===== src/rtl/irq_coal_pkg.sv =====
// rtl/irq_coal_pkg.sv - shared state encoding, register map and popcount for irq_coalesce_ctrl
package irq_coal_pkg;

  typedef enum logic [1:0] {
    ST_IDLE    = 2'd0,
    ST_COLLECT = 2'd1,
    ST_ASSERT  = 2'd2,
    ST_HOLDOFF = 2'd3
  } state_e;

  localparam logic [5:0] REG_CTRL    = 6'd0;
  localparam logic [5:0] REG_TIMEOUT = 6'd1;
  localparam logic [5:0] REG_HOLDOFF = 6'd2;
  localparam logic [5:0] REG_STATUS  = 6'd3;
  localparam logic [5:0] REG_LIVE    = 6'd4;
  localparam logic [5:0] REG_ACK     = 6'd5;
  localparam logic [5:0] REG_STATE   = 6'd6;

  function automatic logic [5:0] popcount(input logic [31:0] v);
    logic [5:0] n;
    n = '0;
    for (int i = 0; i < 32; i++) n = n + {5'b0, v[i]};
    return n;
  endfunction

endpackage


===== src/rtl/irq_coal_regs.sv =====
// rtl/irq_coal_regs.sv - AHB-lite slave: config registers, read mux and ACK strobe
module irq_coal_regs import irq_coal_pkg::*; #(
  parameter int NSRC  = 16,
  parameter int CNT_W = 8,
  parameter int TMR_W = 16
) (
  input  logic             clk,
  input  logic             rst,
  input  logic             hsel,
  input  logic             hready_in,
  input  logic [7:0]       haddr,
  input  logic [1:0]       htrans,
  input  logic             hwrite,
  input  logic [31:0]      hwdata,
  output logic [31:0]      hrdata,
  input  logic [NSRC-1:0]  status_i,
  input  logic [NSRC-1:0]  pend_i,
  input  logic [CNT_W-1:0] cnt_i,
  input  state_e           state_i,
  output logic             enable_o,
  output logic [CNT_W-1:0] thr_o,
  output logic [TMR_W-1:0] timeout_o,
  output logic [TMR_W-1:0] holdoff_o,
  output logic             ack_o
);

  logic             addr_valid;
  logic [31:0]      rd_data;
  logic             wr_pend_q, wr_pend_d;
  logic [5:0]       wr_idx_q, wr_idx_d;
  logic             enable_q, enable_d;
  logic [CNT_W-1:0] thr_q, thr_d;
  logic [TMR_W-1:0] timeout_q, timeout_d;
  logic [TMR_W-1:0] holdoff_q, holdoff_d;
  logic             ack_q, ack_d;
  logic [31:0]      hrdata_q, hrdata_d;
  logic             unused_bits;

  assign addr_valid  = hsel & hready_in & htrans[1];
  assign unused_bits = ^{hwdata, haddr[1:0], htrans[0]};

  always_comb begin
    rd_data = '0;
    case (haddr[7:2])
      REG_CTRL: begin
        rd_data[0]          = enable_q;
        rd_data[8 +: CNT_W] = thr_q;
      end
      REG_TIMEOUT: rd_data[TMR_W-1:0] = timeout_q;
      REG_HOLDOFF: rd_data[TMR_W-1:0] = holdoff_q;
      REG_STATUS:  rd_data[NSRC-1:0]  = status_i;
      REG_LIVE: begin
        rd_data[16 +: NSRC]  = pend_i;
        rd_data[CNT_W-1:0]   = cnt_i;
      end
      REG_STATE:   rd_data[1:0] = state_i;
      default:     rd_data = '0;
    endcase
  end

  always_comb begin
    wr_pend_d = addr_valid & hwrite;
    wr_idx_d  = addr_valid ? haddr[7:2] : wr_idx_q;
    enable_d  = enable_q;
    thr_d     = thr_q;
    timeout_d = timeout_q;
    holdoff_d = holdoff_q;
    ack_d     = 1'b0;
    hrdata_d  = (addr_valid && !hwrite) ? rd_data : hrdata_q;
    // Data phase: the address was captured on the previous cycle.
    if (wr_pend_q) begin
      case (wr_idx_q)
        REG_CTRL: begin
          enable_d = hwdata[0];
          thr_d    = hwdata[8 +: CNT_W];
        end
        REG_TIMEOUT: timeout_d = hwdata[TMR_W-1:0];
        REG_HOLDOFF: holdoff_d = hwdata[TMR_W-1:0];
        REG_ACK:     ack_d     = 1'b1;
        default:     ack_d     = 1'b0;
      endcase
    end
  end

  always_ff @(posedge clk or posedge rst) begin
    if (rst) begin
      wr_pend_q <= 1'b0;
      wr_idx_q  <= '0;
      enable_q  <= 1'b0;
      thr_q     <= '0;
      timeout_q <= '0;
      holdoff_q <= '0;
      ack_q     <= 1'b0;
      hrdata_q  <= '0;
    end else begin
      wr_pend_q <= wr_pend_d;
      wr_idx_q  <= wr_idx_d;
      enable_q  <= enable_d;
      thr_q     <= thr_d;
      timeout_q <= timeout_d;
      holdoff_q <= holdoff_d;
      ack_q     <= ack_d;
      hrdata_q  <= hrdata_d;
    end
  end

  assign hrdata    = hrdata_q;
  assign enable_o  = enable_q;
  assign thr_o     = thr_q;
  assign timeout_o = timeout_q;
  assign holdoff_o = holdoff_q;
  assign ack_o     = ack_q;

endmodule


===== src/rtl/irq_coalesce_ctrl.sv =====
// rtl/irq_coalesce_ctrl.sv - interrupt moderation: event accumulator, timeout/holdoff timer and FSM
module irq_coalesce_ctrl import irq_coal_pkg::*; #(
  parameter int NSRC  = 16,
  parameter int CNT_W = 8,
  parameter int TMR_W = 16
) (
  input  logic            clk,
  input  logic            rst,
  input  logic            hsel,
  input  logic            hready_in,
  input  logic [7:0]      haddr,
  input  logic [1:0]      htrans,
  input  logic            hwrite,
  input  logic [31:0]     hwdata,
  output logic [31:0]     hrdata,
  output logic [1:0]      hresp,
  output logic            hready,
  input  logic [NSRC-1:0] evt_in,
  input  logic            tick,
  output logic            irq_out
);

  logic             enable, ack;
  logic [CNT_W-1:0] thr, thr_eff;
  logic [TMR_W-1:0] timeout, holdoff, timer_dec;
  logic [NSRC-1:0]  evt_m;
  logic [5:0]       pc;
  logic [CNT_W+5:0] cnt_sum;
  logic [CNT_W-1:0] cnt_sat;

  state_e           state_q, state_d;
  logic [NSRC-1:0]  pend_q, pend_d;
  logic [CNT_W-1:0] cnt_q, cnt_d;
  logic [TMR_W-1:0] timer_q, timer_d;
  logic [NSRC-1:0]  status_q, status_d;
  logic             irq_q, irq_d;

  assign hresp  = 2'b00;
  assign hready = 1'b1;

  irq_coal_regs #(.NSRC(NSRC), .CNT_W(CNT_W), .TMR_W(TMR_W)) u_regs (
    .clk       (clk),
    .rst       (rst),
    .hsel      (hsel),
    .hready_in (hready_in),
    .haddr     (haddr),
    .htrans    (htrans),
    .hwrite    (hwrite),
    .hwdata    (hwdata),
    .hrdata    (hrdata),
    .status_i  (status_q),
    .pend_i    (pend_q),
    .cnt_i     (cnt_q),
    .state_i   (state_q),
    .enable_o  (enable),
    .thr_o     (thr),
    .timeout_o (timeout),
    .holdoff_o (holdoff),
    .ack_o     (ack)
  );

  assign evt_m     = enable ? evt_in : '0;
  assign pc        = popcount(32'(evt_m));
  assign cnt_sum   = {6'b0, cnt_q} + {{CNT_W{1'b0}}, pc};
  assign cnt_sat   = (cnt_sum > {6'b0, {CNT_W{1'b1}}}) ? {CNT_W{1'b1}} : cnt_sum[CNT_W-1:0];
  assign thr_eff   = (thr == '0) ? CNT_W'(1) : thr;
  assign timer_dec = (tick && timer_q != '0) ? timer_q - TMR_W'(1) : timer_q;

  always_comb begin
    state_d  = state_q;
    pend_d   = pend_q | evt_m;
    cnt_d    = cnt_sat;
    timer_d  = timer_q;
    status_d = status_q;
    irq_d    = irq_q;
    if (!enable) begin
      state_d  = ST_IDLE;
      pend_d   = '0;
      cnt_d    = '0;
      timer_d  = '0;
      status_d = '0;
      irq_d    = 1'b0;
    end else begin
      case (state_q)
        ST_IDLE: begin
          if (cnt_sat != '0) begin
            state_d = ST_COLLECT;
            timer_d = timeout;
          end
        end
        ST_COLLECT: begin
          // Events arriving on the firing cycle belong to this interrupt, not the next batch.
          if (cnt_q >= thr_eff || timer_q == '0) begin
            state_d  = ST_ASSERT;
            status_d = pend_q | evt_m;
            pend_d   = '0;
            cnt_d    = '0;
            irq_d    = 1'b1;
          end else begin
            timer_d = timer_dec;
          end
        end
        ST_ASSERT: begin
          if (ack) begin
            state_d  = ST_HOLDOFF;
            timer_d  = holdoff;
            status_d = '0;
            irq_d    = 1'b0;
          end
        end
        ST_HOLDOFF: begin
          if (timer_q == '0) begin
            state_d = (cnt_q != '0) ? ST_COLLECT : ST_IDLE;
            timer_d = (cnt_q != '0) ? timeout : timer_q;
          end else begin
            timer_d = timer_dec;
          end
        end
        default: state_d = ST_IDLE;
      endcase
    end
  end

  always_ff @(posedge clk or posedge rst) begin
    if (rst) begin
      state_q  <= ST_IDLE;
      pend_q   <= '0;
      cnt_q    <= '0;
      timer_q  <= '0;
      status_q <= '0;
      irq_q    <= 1'b0;
    end else begin
      state_q  <= state_d;
      pend_q   <= pend_d;
      cnt_q    <= cnt_d;
      timer_q  <= timer_d;
      status_q <= status_d;
      irq_q    <= irq_d;
    end
  end

  assign irq_out = irq_q;

endmodule

===== config.mk =====
export PLATFORM = sky130hd
export DESIGN_NAME = irq_coalesce_ctrl
export DESIGN_NICKNAME = d
export VERILOG_FILES = /design/src/rtl/irq_coal_pkg.sv /design/src/rtl/irq_coal_regs.sv /design/src/rtl/irq_coalesce_ctrl.sv
export SDC_FILE = /design/constraint.sdc
export NUM_CORES = 1
export LEC_CHECK = 0
export CORE_UTILIZATION = 50
export CTS_BUF_LIST = sky130_fd_sc_hd__clkbuf_8
export DETAILED_ROUTE_END_ITERATION = 8
export PLACE_DENSITY = 0.76
export SLEW_MARGIN = 15
export SYNTH_ARGS = -nofsm -noshare
export SYNTH_HDL_FRONTEND = slang
export SYNTH_SLANG_ARGS = --single-unit

===== constraint.sdc =====
create_clock -name clk -period 5.4 [get_ports clk]
set_input_delay 1.62 -clock clk [delete_from_list [all_inputs] [get_ports clk]]
set_output_delay 1.62 -clock clk [all_outputs]
set_load 0.01 [all_outputs]

==> results.md, run 1 <==
- Sw Share: 0.421
- Largest net degree at the start of global routing: 60
- DR vias/cell: 6.08
- Post-DP Area: 0.00867 mm^2
- Critical Path End: timer_q[8]
- Synth area leaders: dfrtp_1, nand2_1, mux2_2
- Number of synthesis warnings: 0
- Number of synthesized flops with an enable pin: 0
- Combinational share of power: 0.528
- Die Height: 124 um
- Crit start category: input pin
- Total GRT Usage: 0.286
- Synth area leader: dfrtp_1
- Failing checks: setup timing
- ANT nets after route: 0
- Fin area: 0.00921 mm^2
- Final Wtd Congestion: 0.878
- R2R depth: 16
- Grt total ovfl: 0
- Reg2Reg Setup Slack: -0.08 ns
- Die area: 0.0155 mm^2
- Initial antenna violation count: 0
- Post-DP HPWL: 15.4 mm
- Max_slew headroom: 0.306
- Hold-fix buffers at CTS: 0
- Fraction of layout cells with a size suffix above 1: 0.189
- Endpoints failing hold: 0
- VDD IR-drop max: 0.000399 V
- Commonest non-fill, non-tap cells in the layout: dfrtp_1, nand2_1, clkdlybuf4s50_1
- Vias in the first global route: 6,449
- Clock Latency Late Sink: 0.46 ns
- Power per Cell Area: 584 mW/mm^2
- Top FF cell, synth: dfrtp_1
- Crit end category: flip-flop
- Synth top area share: 0.467
- Area growth, synth to finish: 22.7%
- CTS Buf Count: 17
- Unrepaired setup endpoints after global routing: yes
- Clk pwr share: 0.167
- Core ar.: 0.0146 mm^2
- Clk pin slew, worst setup/hold paths: 0.08 ns
- Final setup viols: 18
- Final worst path period share: 1.06
- Commonest non-fill, non-tap cell in the layout: dfrtp_1
- Fin Setup TNS: -4.39 ns
- Clock sink total: 140
- Count of cell types in the netlist: 71
- Total number of vias: 6,362
- Slew Limit Fails: 0
- WP data arrival: 6.08 ns
- Yosys reg bits: 140
- Crit path kind: input pin to flip-flop
- Met2 WL: 9.49 mm
- Wirelength, routed: 20.9 mm
- Num ports: 100
- Drt initial violations: 529
- Avg Cell Area, Syn: 9.95 um^2
- Worst-path maximum fanout: 5
- Worst-Margin Slew: 1.04 ns
- Layout fillers: 1,166
- Sequential share of the synthesized area: 0.467
- Worst Skew: 0.0105 ns
- Status: complete, but fails checks
- Drt drc: 0
- Worst reg2reg startpoint: u_regs.enable_o
- Mapped Cells: 754
- Nets: 949
- Async S/R FF share, synth: 1.00
- # port buffers: 77
- Crit Reg-Reg Endpoint: timer_q[8]
- Min Tclk post-route: 5.74 ns
- Final worst slack: -0.337 ns
- Sw power: 0.00227 W
- Hold WS: 0.468 ns
- Bufs on Longest Clock Path: 2
- Die Width: 124 um
- Root buffer cell: clkbuf_8
- Row count: 44
- Count of max-cap constraint violations: 0
- Met3 wirelength from detailed routing: 1.28 mm
- Total power: 0.00538 W
- Seq pwr share: 0.305
- Worst Setup SP: evt_in[13]
- Global-route wire length before repair: 34.4 mm
- CTS tree: built
- Fmax: 174 MHz
- Syn Std Cell Area: 0.00750 mm^2
- Drt pass-1 iters: 5
- Static power due to leakage: 4.21 nW
- CP required: 5.74 ns
- Util after Layout: 0.631
- Uppermost layer routed: met4
- WL per Instance: 20.0 um
- H-tree depth: 4
- Worst Hold Class: flip-flop to flip-flop
- Pint: 0.00311 W
- Met1 Wirelength: 9.28 mm
- Initial Util: 0.514
- Number of diodes: 0
-- routing by layer --
layer | global-route usage | vias up
met1 | 0.397 | 3149
met3 | 0.0558 | 69
li1 | - | 2875
met4 | 0.136 | 0
met2 | 0.434 | 269
met5 | 0 | -
-- power by group through the flow --
stage	clock (W)	sequential [W]	combinational (W)
floorplan	0	0.00151	0.00187
global placement	0	0.00163	0.00252
detailed placement	0	0.00164	0.00263
CTS	0.000909	0.00162	0.00276
global route	0.000956	0.00167	0.00311
finish	0.000900	0.00164	0.00284
-- sequential cells by signal, summed over array words and instances (netlist names) --
register	cells
u_regs.enable_o	1
pend_q	16
u_regs.thr_o	8
u_regs.wr_idx_q	6
u_regs.wr_pend_q	1
u_regs.holdoff_o	16
u_regs.hrdata	32
u_regs.ack_o	1
status_q	16
cnt_q	8
timer_q	16
irq_out	1
u_regs.timeout_o	16
state_q	2
-- cell usage after synthesis (all sizes together), types with 3 or more instances --
cell type and n:
dfrtp 140, nand2 131, nor2 50, o21ai 49, a21oi 43, inv 41, mux2 37, nand3 33
clkbuf 24, ha 22, buf 13, fa 12, nor3 12, a22o 10, mux2i 10, a32o 9
and2 9, mux4 9, nand2b 8, nor4 7, a22oi 6, o21a 5, a211oi 4, a222oi 4
nor4b 4, o211ai 4, o31ai 4, nand4 3, nor2b 3, o2bb2ai 3, o311ai 3, or4 3
-- how the worst min path moves through the flow --
stage / to / cells past startpoint / startpoint / slack (ns)
floorplan: status_q[10] / 2 / status_q[10] / 0.44
global route: u_regs.hrdata[20] / 2 / u_regs.hrdata[20] / 0.50
finish: u_regs.hrdata[23] / 2 / u_regs.hrdata[23] / 0.47
global placement: u_regs.hrdata[16] / 2 / u_regs.hrdata[16] / 0.45
detailed placement: u_regs.hrdata[27] / 2 / u_regs.hrdata[27] / 0.45
CTS: u_regs.hrdata[27] / 2 / u_regs.hrdata[27] / 0.47
-- per-stage QoR --
step / instances / setup WS [ns]
2_1_floorplan: 755 / -0.406
3_3_place_gp: 1013 / -1.09
3_5_place_dp: 1013 / -1.22
4_1_cts: 1047 / -0.443
5_1_grt: 1047 / -0.443
6_report: 1047 / -0.337
-- layout make-up --
type	instances	area [um^2]	share of cell area
Sequential cell	140	3500	0.381
Timing Repair Buffer	114	1070	0.116
Tap cell	184	230	0.0250
Inverter	42	160	0.0174
Clock buffer	20	275	0.0299
Clock inverter	11	144	0.0156
Multi-Input combinational cell	536	3830	0.416
-- cells by family (layout without fill, tap and decap cells) --
logic type | count (synthesis) | in the layout | share of synthesized area
fa+ha+maj | 34 | 34 | 0.0687
compound gates | 167 | 167 | 0.150
buf+inv | 79 | 187 | 0.0442
other cells | 2 | 3 | 0.00100
xor+xnor | 3 | 3 | 0.00350
flops | 140 | 140 | 0.467
mux | 56 | 56 | 0.0959
simple gates | 273 | 273 | 0.169
-- critical path, stage by stage --
cell,delay (ns)
buf_8,0.08
nand2_4,0.04
fa_1,0.58
inv_2,0.04
fa_1,0.51
inv_2,0.04
fa_1,0.47
inv_1,0.05
fa_1,0.49
fa_2,0.21
inv_2,0.04
fa_2,0.34
nand2b_4,0.16
a21oi_4,0.22
mux2i_2,0.30
o2111a_2,0.37
a211oi_4,0.06
nor2b_4,0.14
a221o_1,0.31
-- what timing repair did --
| action | CTS | global route |
|---|---|---|
| resized for setup | 44 | 22 |
| pin swaps | 13 | 15 |
| setup endpoints to repair | 26 | 19 |
| buffers inserted | 3 | 0 |
Note: power is estimated with default switching activity, not from simulation.
==> run 2: changes to the inputs <==
SLEW_MARGIN = default   (was 15)
==> results of run 2 <==
Final layout, timing and power as in run 1 (identical DEF).
